## src/rtl/srio_ireq_arbiter.sv

```systemverilog
// Two-requester SRIO ireq arbiter (round-robin, packet-atomic grants) and a
// TID-based iresp router. Data paths are pure muxes; only control state is registered.
module srio_ireq_arbiter #(
  parameter logic [7:0] C_DB_TID = 8'h55
) (
  input  logic        aclk,
  input  logic        aresetn,

  input  logic        s0_axis_ireq_tvalid,
  output logic        s0_axis_ireq_tready,
  input  logic [63:0] s0_axis_ireq_tdata,
  input  logic        s0_axis_ireq_tlast,

  input  logic        s1_axis_ireq_tvalid,
  output logic        s1_axis_ireq_tready,
  input  logic [63:0] s1_axis_ireq_tdata,
  input  logic        s1_axis_ireq_tlast,

  output logic        m_axis_ireq_tvalid,
  input  logic        m_axis_ireq_tready,
  output logic [63:0] m_axis_ireq_tdata,
  output logic        m_axis_ireq_tlast,

  input  logic        s_axis_iresp_tvalid,
  output logic        s_axis_iresp_tready,
  input  logic [63:0] s_axis_iresp_tdata,
  input  logic [7:0]  s_axis_iresp_tkeep,
  input  logic        s_axis_iresp_tlast,

  output logic        m0_axis_iresp_tvalid,
  input  logic        m0_axis_iresp_tready,
  output logic [63:0] m0_axis_iresp_tdata,
  output logic [7:0]  m0_axis_iresp_tkeep,
  output logic        m0_axis_iresp_tlast,

  output logic        m1_axis_iresp_tvalid,
  input  logic        m1_axis_iresp_tready,
  output logic [63:0] m1_axis_iresp_tdata,
  output logic [7:0]  m1_axis_iresp_tkeep,
  output logic        m1_axis_iresp_tlast
);

  typedef enum logic [1:0] {
    IDLE = 2'd0,
    GNT0 = 2'd1,
    GNT1 = 2'd2
  } state_t;

  state_t      state_reg;
  logic        last_grant_reg;
  logic [1:0]  gnt_reg;

  logic [1:0]  req_valid;
  logic [1:0]  req_last;
  logic [1:0]  req_ready;
  logic [63:0] req_data [2];
  logic [63:0] data_sel [2];
  logic        ireq_done;

  assign req_valid   = {s1_axis_ireq_tvalid, s0_axis_ireq_tvalid};
  assign req_last    = {s1_axis_ireq_tlast, s0_axis_ireq_tlast};
  assign req_data[0] = s0_axis_ireq_tdata;
  assign req_data[1] = s1_axis_ireq_tdata;

  assign s0_axis_ireq_tready = req_ready[0];
  assign s1_axis_ireq_tready = req_ready[1];

  // gnt_reg is the one-hot decode of state_reg, registered so the muxes see a flop.
  genvar gi;
  generate
    for (gi = 0; gi < 2; gi++) begin : g_req
      assign req_ready[gi] = gnt_reg[gi] & m_axis_ireq_tready;
      assign data_sel[gi]  = gnt_reg[gi] ? req_data[gi] : 64'h0;
    end
  endgenerate

  assign m_axis_ireq_tvalid = |(gnt_reg & req_valid);
  assign m_axis_ireq_tlast  = |(gnt_reg & req_last);
  assign m_axis_ireq_tdata  = data_sel[0] | data_sel[1];

  assign ireq_done = m_axis_ireq_tvalid & m_axis_ireq_tready & m_axis_ireq_tlast;

  always_ff @(posedge aclk or negedge aresetn) begin
    if (!aresetn) begin
      state_reg      <= IDLE;
      last_grant_reg <= 1'b1;
      gnt_reg        <= 2'b00;
    end else begin
      case (state_reg)
        IDLE: begin
          // On a tie the port that did not win last time is granted.
          if (req_valid[0] && (!req_valid[1] || last_grant_reg)) begin
            state_reg      <= GNT0;
            last_grant_reg <= 1'b0;
            gnt_reg        <= 2'b01;
          end else if (req_valid[1]) begin
            state_reg      <= GNT1;
            last_grant_reg <= 1'b1;
            gnt_reg        <= 2'b10;
          end
        end
        GNT0, GNT1: begin
          if (ireq_done) begin
            state_reg <= IDLE;
            gnt_reg   <= 2'b00;
          end
        end
        default: begin
          state_reg <= IDLE;
          gnt_reg   <= 2'b00;
        end
      endcase
    end
  end

  logic       resp_busy_reg;
  logic       resp_sel_reg;
  logic       route;
  logic [1:0] resp_hit;
  logic [1:0] resp_ready;
  logic       resp_hs;

  // Mid-packet beats follow the first beat's route; their tdata is payload, not a TID.
  assign route = resp_busy_reg ? resp_sel_reg
                               : (s_axis_iresp_tdata[63:56] != C_DB_TID);

  assign resp_hit   = !aresetn ? 2'b00 : (route ? 2'b10 : 2'b01);
  assign resp_ready = {m1_axis_iresp_tready, m0_axis_iresp_tready};

  assign s_axis_iresp_tready = |(resp_hit & resp_ready);
  assign resp_hs             = s_axis_iresp_tvalid & s_axis_iresp_tready;

  assign m0_axis_iresp_tvalid = resp_hit[0] & s_axis_iresp_tvalid;
  assign m1_axis_iresp_tvalid = resp_hit[1] & s_axis_iresp_tvalid;

  assign m0_axis_iresp_tdata = s_axis_iresp_tdata;
  assign m0_axis_iresp_tkeep = s_axis_iresp_tkeep;
  assign m0_axis_iresp_tlast = s_axis_iresp_tlast;
  assign m1_axis_iresp_tdata = s_axis_iresp_tdata;
  assign m1_axis_iresp_tkeep = s_axis_iresp_tkeep;
  assign m1_axis_iresp_tlast = s_axis_iresp_tlast;

  always_ff @(posedge aclk or negedge aresetn) begin
    if (!aresetn) begin
      resp_busy_reg <= 1'b0;
      resp_sel_reg  <= 1'b0;
    end else if (resp_hs) begin
      if (s_axis_iresp_tlast) begin
        resp_busy_reg <= 1'b0;
      end else if (!resp_busy_reg) begin
        resp_busy_reg <= 1'b1;
        resp_sel_reg  <= route;
      end
    end
  end

endmodule

```

## config.mk

```make
export PLATFORM = sky130hd
export DESIGN_NAME = srio_ireq_arbiter
export DESIGN_NICKNAME = d
export VERILOG_FILES = /design/src/rtl/srio_ireq_arbiter.sv
export SDC_FILE = /design/constraint.sdc
export NUM_CORES = 1
export LEC_CHECK = 0
export CAP_MARGIN = 30
export CORE_AREA = 2 2 165 167
export DETAILED_ROUTE_END_ITERATION = 16
export DIE_AREA = 0 0 167 169
export GPL_TIMING_DRIVEN = 0
export HOLD_SLACK_MARGIN = 0.06
export PLACE_DENSITY = 0.5
export SLEW_MARGIN = 20
export SYNTH_ARGS = -nofsm -noshare
export SYNTH_HDL_FRONTEND = slang
export SYNTH_SLANG_ARGS = --single-unit
export TNS_END_PERCENT = 100
```

## constraint.sdc

```tcl
create_clock -name aclk -period 2.25 [get_ports aclk]
set_input_delay 0.225 -clock aclk [delete_from_list [all_inputs] [get_ports aclk]]
set_output_delay 0.225 -clock aclk [all_outputs]
set_load 0.005 [all_outputs]
```

==> reports/qor.txt <==
CLOCKING
------------------------------------------------------------------------------------------
TritonCTS clock tree ........................................................        built
Later-pin clock latency in the skew report ..................................      0.23 ns
Number of clock sinks .......................................................            5
Root Buffer ................................................................. sky130_fd_sc_hd__clkbuf_16
Inserted Clock Buffers ......................................................            3
CTS max path bufs ...........................................................            2
Count of H-tree levels built during CTS .....................................            1
Clock edge transition at the registers on the reported setup and hold paths .      0.03 ns

WORST SETUP PATH
------------------------------------------------------------------------------------------
Category of the worst setup path capture point ..............................  output port
Launch point of the critical path ........................................... gnt_reg[1]$_DFFE_PN0P_
Required time at the worst-slack endpoint ...................................      2.03 ns
Startpoint Class ............................................................         flop
Arrival @ worst endpoint ....................................................      1.89 ns
Worst path slowest cell ..................................................... sky130_fd_sc_hd__clkdlybuf4s50_1
Reg2reg start ............................................................... gnt_reg[0]$_DFFE_PN0P_
Worst R2R Path Depth ........................................................            8
Critical Setup Path Class ................................................... flop to output port
Delay of the slowest critical-path stage ....................................      0.51 ns
Highest net fanout along the worst path .....................................           15
Chain of cells forming the critical path .................................... buf_6 > clkbuf_1 > a22o_1 > clkdlybuf4s50_1

PWR
------------------------------------------------------------------------------------------
Gate power share ............................................................        86.0%
Seq pwr share ...............................................................         5.0%
Cell leakage power ..........................................................   0.00266 uW
Internal power ..............................................................      2180 uW
Maximum vdd drop ............................................................     0.203 mV
Net switching fraction of the power .........................................        33.3%
Net Sw Power ................................................................      1090 uW
PD cells ....................................................................  516 mW/mm^2
Clock network power share ...................................................         9.0%

FINISH
------------------------------------------------------------------------------------------
Share of layout cells above drive strength 1 ................................        26.7%
ANT cells ...................................................................            0
Core Util, Final ............................................................        23.9%
Number of flip-flops in the largest register ................................            2
Post-route insts no fill ....................................................          978
Relative area change from synthesis to final layout .........................         194%
NumNets Final ...............................................................          850
Final-layout fill cell count ................................................         2880
Post-route cell area ........................................................ 0.00632 mm^2

SYNTHESIS
------------------------------------------------------------------------------------------
Syn nets ....................................................................          482
Cell area after synthesis ................................................... 0.00215 mm^2
Number of distinct library cells after synthesis ............................           28
Flop and latch count out of synthesis .......................................            5
YS warnings .................................................................            0
Post-synthesis sequential area ratio ........................................        5.87%
Average cell area after synthesis ...........................................    7.97 um^2
Synthesized instance count ..................................................          270

GLOBAL ROUTE
------------------------------------------------------------------------------------------
Global-route usage over all layers ..........................................        8.11%
Pin count of the biggest net entering global routing ........................           16
Vias in the first global route ..............................................         3241
Congestion Overflow GR ......................................................            0
Antenna violations before repair ............................................            0
Global-route wire length before repair ......................................     18100 um

TIMING
------------------------------------------------------------------------------------------
Setup repair after global routing missed its margin .........................        false
Achievable Freq .............................................................      474 MHz
Number of failing setup endpoints in the final timing report ................            0
Actual slew at the worst max-slew pin .......................................     0.442 ns
Hold Worst Slack ............................................................     0.290 ns
Worst-case clock skew .......................................................   0.00270 ns
Final clock period utilization by the worst path ............................        93.8%
Min cycle time layout .......................................................      2.11 ns
Headroom to the max-slew limit ..............................................        70.5%
Hold violation count in the final report ....................................            0
Slew Limit Fails ............................................................            0

DIE
------------------------------------------------------------------------------------------
Floorplan core area .........................................................  0.0265 mm^2
Initial Util ................................................................        8.12%
Number of top-level pins ....................................................          428
DIE WIDTH ...................................................................       167 um
Die height ..................................................................       169 um
Floorplan die area ..........................................................  0.0282 mm^2
Total number of placement rows ..............................................           60

MIN PATH
------------------------------------------------------------------------------------------
Kind of path behind the tightest hold check ................................. input port to async pin

DETAILED ROUTING
------------------------------------------------------------------------------------------
Detail Route Antenna Nets ...................................................            0
Initial DRT Pass Iterations .................................................            4
Wirelength per Cell .........................................................      13.1 um
Total length of routed wires ................................................     12900 um
Drt initial violations ......................................................           97
Mean number of vias per cell ................................................         3.19
Residual DRC count ..........................................................            0
Count of vias placed by the detailed router .................................         3122

RUN STATUS
------------------------------------------------------------------------------------------
Status ...................................................................... complete, no violations

PLACED DESIGN
------------------------------------------------------------------------------------------
Port Buf Inserts ............................................................          363
Global placement routability congestion .....................................        0.686
Estimated wirelength of the detail-placed design ............................     11700 um
Placed cell area ............................................................ 0.00621 mm^2
Placed cells ................................................................          974

JOB
------------------------------------------------------------------------------------------
Max-cap check violation count ...............................................            0

-- placed cells by master (no fill, tap or decap) --
master,instances
sky130_fd_sc_hd__clkbuf_4,1
sky130_fd_sc_hd__a22o_1,66
sky130_fd_sc_hd__clkbuf_2,2
sky130_fd_sc_hd__nor4bb_4,1
sky130_fd_sc_hd__nor3b_1,1
sky130_fd_sc_hd__nand2_1,6
sky130_fd_sc_hd__and4bb_2,1
sky130_fd_sc_hd__buf_6,2
sky130_fd_sc_hd__o32ai_1,1
sky130_fd_sc_hd__buf_2,4
sky130_fd_sc_hd__dfstp_2,1
sky130_fd_sc_hd__mux2i_1,2
sky130_fd_sc_hd__a31oi_4,1
sky130_fd_sc_hd__o22ai_1,1
sky130_fd_sc_hd__a21oi_1,2
sky130_fd_sc_hd__nor2_1,2
sky130_fd_sc_hd__clkbuf_16,3
sky130_fd_sc_hd__a22o_4,2
sky130_fd_sc_hd__inv_1,5
sky130_fd_sc_hd__a32o_2,1
sky130_fd_sc_hd__clkdlybuf4s50_1,361
sky130_fd_sc_hd__nor2b_1,3
sky130_fd_sc_hd__o22a_1,1
sky130_fd_sc_hd__and3_1,1
sky130_fd_sc_hd__nand3_1,3
sky130_fd_sc_hd__buf_4,150
sky130_fd_sc_hd__ha_1,1
sky130_fd_sc_hd__dlygate4sd2_1,2
sky130_fd_sc_hd__dfrtp_2,1
sky130_fd_sc_hd__clkbuf_1,3
sky130_fd_sc_hd__dfrtp_1,3
sky130_fd_sc_hd__and2_1,2
sky130_fd_sc_hd__o21ai_0,1
-- cell type report --
cell class              count  area [um^2]  area share, %
inverters                   5         18.8          0.297
multi-input cells          99          845           13.4
flip-flops and latches      5          128           2.02
plain buffers             160         1190           18.8
repair buffers            364         3640           57.6
well taps                 341          427           6.75
clock buffers               4         78.8           1.25
-- through the flow --
step                      power, uW  setup WS [ns]  TNS [ns]
after global placement         3020         -0.137    -0.430
after detailed placement       3000         -0.123    -0.426
final                          3260          0.139         0
after CTS                      3330        0.00408         0
after global routing           3510         0.0136         0
after floorplan                1270          0.551         0
-- critical path, delay by kind of cell, from the launching register on --
family / cells / cell delay [ns]
buffers and inverters: 3 / 1.09
flip-flops: 1 / 0.33
AO/OA/AOI/OAI: 1 / 0.23
-- power by group through the flow --
stage / registers (uW) / clock network [uW] / logic (uW)
floorplan: 145 / 0 / 1120
global placement: 165 / 0 / 2850
detailed placement: 165 / 0 / 2830
CTS: 168 / 296 / 2860
global route: 174 / 307 / 3030
finish: 164 / 293 / 2810
-- repair_timing --
action / 4_1_cts / 5_1_grt
gates cloned: 0 / 0
pin swaps: 1 / 0
endpoints found under the hold margin: 0 / 0
setup endpoints to repair: 55 / 14
gates resized for setup: 9 / 6
setup buffers: 1 / 0
hold buffers: 0 / 0
-- cell families after synthesis --
logic type	Yosys count	synth area share (%)
buf+inv	166	55.3
compound gates	76	31.8
simple gates	20	5.52
flops	5	5.87
mux	2	0.930
fa+ha+maj	1	0.581
-- Yosys cell counts --
| library cell | instances | share of area [%] |
|---|---|---|
| sky130_fd_sc_hd__o22ai_1 | 1 | 0.29 |
| sky130_fd_sc_hd__buf_6 | 1 | 0.52 |
| sky130_fd_sc_hd__buf_2 | 9 | 2.1 |
| sky130_fd_sc_hd__a31oi_4 | 1 | 0.99 |
| sky130_fd_sc_hd__dfstp_2 | 1 | 1.2 |
| sky130_fd_sc_hd__a22o_4 | 2 | 1.6 |
| sky130_fd_sc_hd__clkbuf_1 | 4 | 0.70 |
| sky130_fd_sc_hd__o32ai_1 | 1 | 0.41 |
| sky130_fd_sc_hd__and4bb_2 | 1 | 0.58 |
| sky130_fd_sc_hd__nand2_1 | 6 | 1.0 |
| sky130_fd_sc_hd__buf_4 | 146 | 51 |
| sky130_fd_sc_hd__o21ai_0 | 1 | 0.23 |
| sky130_fd_sc_hd__buf_1 | 1 | 0.17 |
| sky130_fd_sc_hd__and2_1 | 2 | 0.58 |
| sky130_fd_sc_hd__a21oi_1 | 2 | 0.47 |
| sky130_fd_sc_hd__inv_1 | 5 | 0.87 |
| sky130_fd_sc_hd__dfrtp_1 | 4 | 4.7 |
| sky130_fd_sc_hd__o22a_1 | 1 | 0.41 |
| sky130_fd_sc_hd__ha_1 | 1 | 0.58 |
| sky130_fd_sc_hd__mux2i_1 | 2 | 0.93 |
| sky130_fd_sc_hd__nor3b_1 | 1 | 0.35 |
| sky130_fd_sc_hd__nor2b_1 | 3 | 0.87 |
| sky130_fd_sc_hd__nor4bb_2 | 1 | 0.76 |
| sky130_fd_sc_hd__and3_1 | 1 | 0.29 |
| sky130_fd_sc_hd__nor2_1 | 2 | 0.35 |
| sky130_fd_sc_hd__a32o_2 | 1 | 0.52 |
| sky130_fd_sc_hd__nand3_1 | 3 | 0.70 |
| sky130_fd_sc_hd__a22o_1 | 66 | 27 |
-- worst paths after layout --
path / slack, ns / to
setup reg to reg: 0.32 / gnt_reg[1]$_DFFE_PN0P_
max in group asynchronous: 1.65 / last_grant_reg$_DFFE_PN1P_
hold reg to reg: 0.51 / resp_sel_reg$_DFFE_PN0P_
setup / recovery: 0.14 / m_axis_ireq_tdata[4]
hold / removal: 0.29 / gnt_reg[1]$_DFFE_PN0P_
min in group aclk: 0.51 / resp_sel_reg$_DFFE_PN0P_
-- per-layer routing --
layer	global-route usage [%]	routed length, um
met1	9.47	4950
met4	1.12	62
met3	1.89	1120
met5	0	0
met2	15.3	6730
(Power assumes the default switching activity.)
